### config.mk
export PLATFORM = sky130hd
export DESIGN_NAME = objects_compositor
export DESIGN_NICKNAME = d
export VERILOG_FILES = /design/src/rtl/objects_compositor.sv
export SDC_FILE = /design/constraint.sdc
export NUM_CORES = 1
export LEC_CHECK = 0
export CAP_MARGIN = 20
export CORE_ASPECT_RATIO = 0.6
export CORE_MARGIN = 5
export CORE_UTILIZATION = 35
export DETAILED_ROUTE_END_ITERATION = 8
export PLACE_DENSITY = 0.73
export SETUP_SLACK_MARGIN = 0.5
export SLEW_MARGIN = 0
export SYNTH_ARGS = -nofsm -noshare
export SYNTH_HDL_FRONTEND = slang
export SYNTH_SLANG_ARGS = --single-unit
### constraint.sdc
create_clock -name clk -period 1.3 [get_ports clk]
set_input_delay 0.13 -clock clk [delete_from_list [all_inputs] [get_ports clk]]
set_output_delay 0.13 -clock clk [all_outputs]
set_load 0.05 [all_outputs]
### src/rtl/objects_compositor.sv
// Layered bitmap compositor with player-collision detection.
// Picks the highest-priority requesting layer per pixel and tracks per-frame player overlaps.
module objects_compositor #(
  parameter int          NUM_LAYERS           = 4,
  parameter logic [7:0]  TRANSPARENT_ENCODING = 8'hFF
) (
  input  logic                    clk,
  input  logic                    resetN,
  input  logic                    startOfFrame,
  input  logic [NUM_LAYERS-1:0]   drawingRequest,
  input  logic [8*NUM_LAYERS-1:0] layerRGB,
  input  logic [7:0]              backGroundRGB,
  output logic [7:0]              RGBOut,
  output logic                    collision,
  output logic [NUM_LAYERS-2:0]   collisionMask,
  output logic [7:0]              hitCount
);

  // Transparency is already folded into drawingRequest by the layer sources,
  // so the encoding only takes part in this elaboration-time sanity check.
  if (NUM_LAYERS < 2 || NUM_LAYERS > 8 || $bits(TRANSPARENT_ENCODING) != 8) begin : g_param_check
    $error("objects_compositor: NUM_LAYERS must be 2..8");
  end

  typedef enum logic {
    ARMED = 1'b0,
    FIRED = 1'b1
  } frame_state_t;

  frame_state_t          state, state_next;
  logic [7:0]            rgb_next;
  logic                  collision_next;
  logic                  hit;
  logic [NUM_LAYERS-2:0] hit_bits;
  logic [NUM_LAYERS-2:0] accum;

  assign hit_bits = drawingRequest[NUM_LAYERS-1:1];
  assign hit      = drawingRequest[0] & (|hit_bits);

  // Scan from lowest priority upward so the lowest requesting index wins.
  always_comb begin
    // NOTE: every always_comb output gets a default first; a path that skips
    // an assignment would otherwise infer a latch.
    rgb_next = backGroundRGB;
    for (int i = NUM_LAYERS - 1; i >= 0; i--) begin
      if (drawingRequest[i]) rgb_next = layerRGB[8*i +: 8];
    end
  end

  // A hit coinciding with startOfFrame belongs to the new frame.
  always_comb begin
    state_next     = state;
    collision_next = 1'b0;
    if (startOfFrame) begin
      state_next     = hit ? FIRED : ARMED;
      collision_next = hit;
    end else if (hit) begin
      collision_next = (state == ARMED);
      state_next     = FIRED;
    end
  end

  // NOTE: sequential state uses non-blocking assignments so every register
  // samples pre-edge values regardless of statement order.
  always_ff @(posedge clk or negedge resetN) begin
    if (!resetN) begin
      state     <= ARMED;
      RGBOut    <= 8'h00;
      collision <= 1'b0;
      hitCount  <= 8'd0;
    end else begin
      state     <= state_next;
      RGBOut    <= rgb_next;
      collision <= collision_next;
      if (collision_next && hitCount != 8'd255) hitCount <= hitCount + 8'd1;
    end
  end

  always_ff @(posedge clk or negedge resetN) begin
    if (!resetN) begin
      accum         <= '0;
      collisionMask <= '0;
    end else if (startOfFrame) begin
      collisionMask <= accum;
      accum         <= hit ? hit_bits : '0;
    end else if (hit) begin
      accum         <= accum | hit_bits;
    end
  end

endmodule

; ---- Word-level counts from Yosys, hierarchy flattened
; Cells that the tools add are included.
[word_totals]
output_inout_bits = 20
ff_bits = 24
elab_cells = 26
inputBits = 47
[classes]
n_mux = 12
bitwise_logic = 3
n_eq_ne = 1
reduce_logical = 3
add_sub_neg = 1
[op_table]
columns = operator, count
row1 = 8-bit 2-to-1 mux, 4
row2 = 3-bit 2-to-1 mux, 3
row3 = "8-bit by 1-bit adder with 8-bit output, second input constant", 1
row4 = "8-bit != test, second input constant", 1
row5 = 1-bit 2-to-1 mux, 5
row6 = 3-bit bitwise OR, 1
row7 = 3-bit OR reduction, 1
row8 = 2-bit nonzero test, 1
row9 = 1-bit AND, 1
row10 = 1-bit logical AND, 1
row11 = 1-bit inverter, 1

; ---- Logic depth before layout (Yosys ltp)
; Gate-level depths: netlist (run 1).
[depth]
ltp_word = 5
ltp_mapped = 6
ltp_nobuf = 5

; ---- Worst setup path after synthesis (run 1)
; OpenSTA, ideal clock, no wires.
[synth_path]
kind = register to register
startpoint = reg hitCount[7]
endpoint = reg hitCount[1]
required_ns = 1.175
period_less_slack_ns = 1.741
arrival_time_ns = 1.616
path_slack_ns = -0.441
setup_ns = 0.125
path_stages_with_launch = 5
n_path_buf = 0
cell_sequence = dfrtp_1 > nand3_1 > or2_2 > o21a_4 > mux2_4
[synth_between]
elab_chain_len = 2
[synth_lines]
columns = item, line
row1 = "start, declared", 16  ; output logic [7:0] hitCount
row2 = "start signal, assigned", 75  ; if (collision_next && hitCount != 8'd255) hitCount <= hitCount + 8'd1;
row3 = 8-bit != test, 75
row4 = 1-bit logical AND, 75
; Every way passes these cells.
; A chain may end at the register's enable or synchronous reset.

; ---- Final worst setup path (run 1)
[layout_path]
startpoint = reg state
endpoint = reg hitCount[2]
[layout_between]
elab_chain_len = 4
[layout_lines]
columns = item, line
row1 = "start, declared", 30  ; frame_state_t state, state_next;
row2 = "start signal, assigned", 72  ; state <= state_next;
row3 = 1-bit inverter, 58  ; collision_next = (state == ARMED);
row4 = 1-bit 2-to-1 mux, 57  ; end else if (hit) begin
row5 = 1-bit 2-to-1 mux, 54  ; if (startOfFrame) begin
row6 = 1-bit logical AND, 75
; Every way passes these cells.

==> results.json, run 1 <==
{
  "synth_area_leader_cell": "dfrtp_1",
  "final_cell_mix": "clkdlybuf4s50_1, buf_6, buf_12",
  "setup_tns_ns": -0.346,
  "initial_core_util_pct": 37.3,
  "setup_violations": 7,
  "wl_per_cell_um": 22.3,
  "ys_seq_area_share_pct": 48.2,
  "finalPower_w": 0.00423,
  "endpoint_kind": "flop",
  "num_io_pins": 67,
  "setup_ws_ns": -0.0779,
  "coreArea_um2": 3340,
  "synthTopCellsByArea": "dfrtp_1, mux2_2, mux2i_1, mux2_1, a22oi_1",
  "cts_hold_buf": 0,
  "drc": 0,
  "relSlewSlack_pct": 79.4,
  "drv_cap": 0,
  "ys_ff_latch": 24,
  "hold_path.class": "input pin to async pin",
  "powerDensity_nw_per_um2": 1500,
  "antenna_found_initial": 1,
  "clkPwrFrac_pct": 15.8,
  "final_common_cell": "clkdlybuf4s50_1",
  "vias_per_cell": 5.46,
  "pwr-share-comb_pct": 58.5,
  "netlist_area_um2": 1250,
  "rrSetupSlack_ns": -0.08,
  "leakagePower_nw": 1.36,
  "worst_ep_arrival_time_ns": 1.53,
  "crit_path_max_incr_delay_ns": 0.43,
  "synth_top_family_by_area": "multiplexers",
  "yosys_warnings": 0,
  "clkTransAtPathRegs_ns": 0.09,
  "synth_xor_area_share_pct": 0.703,
  "grt_first_pass_wirelength_mm": 7.82,
  "dp_hpwl_mm": 3.37,
  "die_x_um": 87.0,
  "crit_chain": "nand2b_4 > and3_4 > buf_4 > nand2_4 > mux2_4",
  "cts_tree": "built",
  "intPower_w": 0.00267,
  "clock_sinks": 24,
  "worstPathMaxFanout": 8,
  "synthCells": 113,
  "overflow": 0,
  "io_buffers": 66,
  "synth.net_count": 161,
  "hold_violations": 0,
  "syn_area_per_cell_um2": 11.0,
  "globalplace.congestion": 0.816,
  "cts-root-buf": "clkbuf_8",
  "grt_pass1_vias": 1446,
  "drt_pass1_iterations": 4,
  "swShare_pct": 36.8,
  "htreeDepth": 1,
  "synth-simple-area-share_pct": 11.6,
  "path_buf_inv": 1,
  "clock_latency_ns": 0.28,
  "power_frac_seq_pct": 25.7,
  "vias": 1441,
  "dieArea_um2": 4890,
  "drv_slew": 0,
  "synth_fa_ha_area_share_pct": 1.00,
  "tightest_slew_ns": 0.309,
  "synth.distinct_cells": 28,
  "synth.area.mux_share_pct": 22.4,
  "numCtsBuffers": 3,
  "synth_edf_count": 0,
  "synth_top_area_share_pct": 48.2,
  "track_usage_pct": 21.3,
  "failed_checks": "negative setup slack",
  "dr.first_iter.drc_count": 122,
  "required_ns": 1.46,
  "rsz0062_at_grt": "true",
  "fin_nets": 267,
  "crit_path_start_kind": "flop",
  "rows": 16,
  "cpMaxStageDelayCell": "dfrtp_1",
  "post-route-period-util_pct": 106,
  "drive_gt1_share_pct": 56.4,
  "max-vdd-ir-drop_uv": 1720,
  "ant_nets": 0,
  "clockBufferDepth": 2,
  "path_class": "flop to flop",
  "cp_top_family": "flip-flops",
  "synthArstFlopShare_pct": 100,
  "synth_flop_cell": "dfrtp_1",
  "p_sw_w": 0.00156,
  "die_h_um": 56.2,
  "period_minus_slack_ns": 1.38,
  "synth_compound_area_share_pct": 12.1,
  "clock_skew_ns": 0.0109,
  "status": "finished with violations",
  "fmax_ghz": 0.726,
  "area_growth_pct": 126,
  "routed_wl_mm": 5.88,
  "grt_max_degree": 25
}
[through the flow]
step	setup WS (ns)	instance area [um^2]	hold slack (ns)	utilization, %	std cells
floorplan	-0.198	1340	-0.166	-	113
global placement	-0.509	2340	0.453	70.0	238
detailed placement	-0.529	2340	0.465	70.0	238
CTS	-0.0284	2660	0.185	79.4	256
global route	-0.0853	2820	0.238	84.4	264
finish	-0.0779	2820	0.212	84.4	264
[cells in the mapped netlist (2+ instances only)]
cell,instances
dfrtp_1,24
buf_6,2
and3_1,2
mux2_4,2
a22oi_1,8
mux2_1,7
nand3_1,3
nor2b_1,2
inv_1,3
mux2i_1,8
clkbuf_1,2
mux2_2,8
o21ai_0,2
o21ai_1,11
nand2_1,13
nand4_1,2
buf_1,2
nor2_1,2
[flip-flops by register name, indices dropped and copies added (netlist names)]
register and cells:
RGBOut 8, accum 3, collision 1, collisionMask 3, hitCount 8, state 1
[power by group through the flow]
stage	Combinational (W)	Sequential, W	Clock, W
floorplan	0.000387	0.00155	0
global placement	0.00188	0.00108	0
detailed placement	0.00192	0.00109	0
CTS	0.00226	0.00107	0.000655
global route	0.00257	0.00111	0.000702
finish	0.00248	0.00109	0.000667
[cell type report]
class                   instances  area (um^2)
diodes                          1         2.50
clock inverters                 1         30.0
fillers                       144          523
multi-input cells              80          801
repair buffers                107         1260
clock buffers                   3         41.3
inverters                       3         11.3
flip-flops and latches         24          614
well taps                      45         56.3
[worst paths after layout]
| path | start | depth (start not counted) | endpoint |
|---|---|---|---|
| worst min register to register | accum[2] | 1 | collisionMask[2] |
| min in group clk | layerRGB[16] | 4 | RGBOut[0] |
| max in group asynchronous | resetN | 2 | hitCount[4] |
| worst min-delay path | resetN | 2 | hitCount[6] |
| worst max-delay path | state | 5 | hitCount[2] |
| worst max register to register | state | 5 | hitCount[2] |
[metal layers]
metal | up-vias | track usage, % | part of all wire, %
li1 | 614 | - | -
met1 | 711 | 25.4 | 38
met2 | 90 | 35.9 | 50
met3 | 26 | 5.77 | 8.1
met4 | 0 | 9.11 | 3.9
met5 | - | 0 | 0
[kinds of logic after synthesis]
kind of cell | after synthesis
muxes | 25
buffers and inverters | 9
DFF | 24
AOI/OAI and AO/OA | 24
and+or+nand+nor | 29
adders and majority gates | 1
xor gates and xnor gates | 1
[timing repair]
action                     in CTS  in global routing
setup endpoints to repair      41                 40
cloned                          2                  0
buffers inserted               12                  7
pin swaps                      15                 14
resized for setup              60                 30
Note: power is estimated with default switching activity, not from simulation.
==> run 2, diff against run 1 <==
--- a/config.mk
+++ b/config.mk
@@ -12,7 +12,6 @@
 export DETAILED_ROUTE_END_ITERATION = 8
 export PLACE_DENSITY = 0.73
 export SETUP_SLACK_MARGIN = 0.5
-export SLEW_MARGIN = 0
 export SYNTH_ARGS = -nofsm -noshare
 export SYNTH_HDL_FRONTEND = slang
 export SYNTH_SLANG_ARGS = --single-unit
==> results of run 2 <==
The final DEF is identical to that of run 1; final timing and power are the same.
==> run 3, diff against run 2 <==
--- a/config.mk
+++ b/config.mk
@@ -12,6 +12,7 @@
 export DETAILED_ROUTE_END_ITERATION = 8
 export PLACE_DENSITY = 0.73
 export SETUP_SLACK_MARGIN = 0.5
+export SLEW_MARGIN = 25
 export SYNTH_ARGS = -nofsm -noshare
 export SYNTH_HDL_FRONTEND = slang
 export SYNTH_SLANG_ARGS = --single-unit
==> results of run 3 <==
The final DEF is identical to that of run 1; final timing and power are the same.
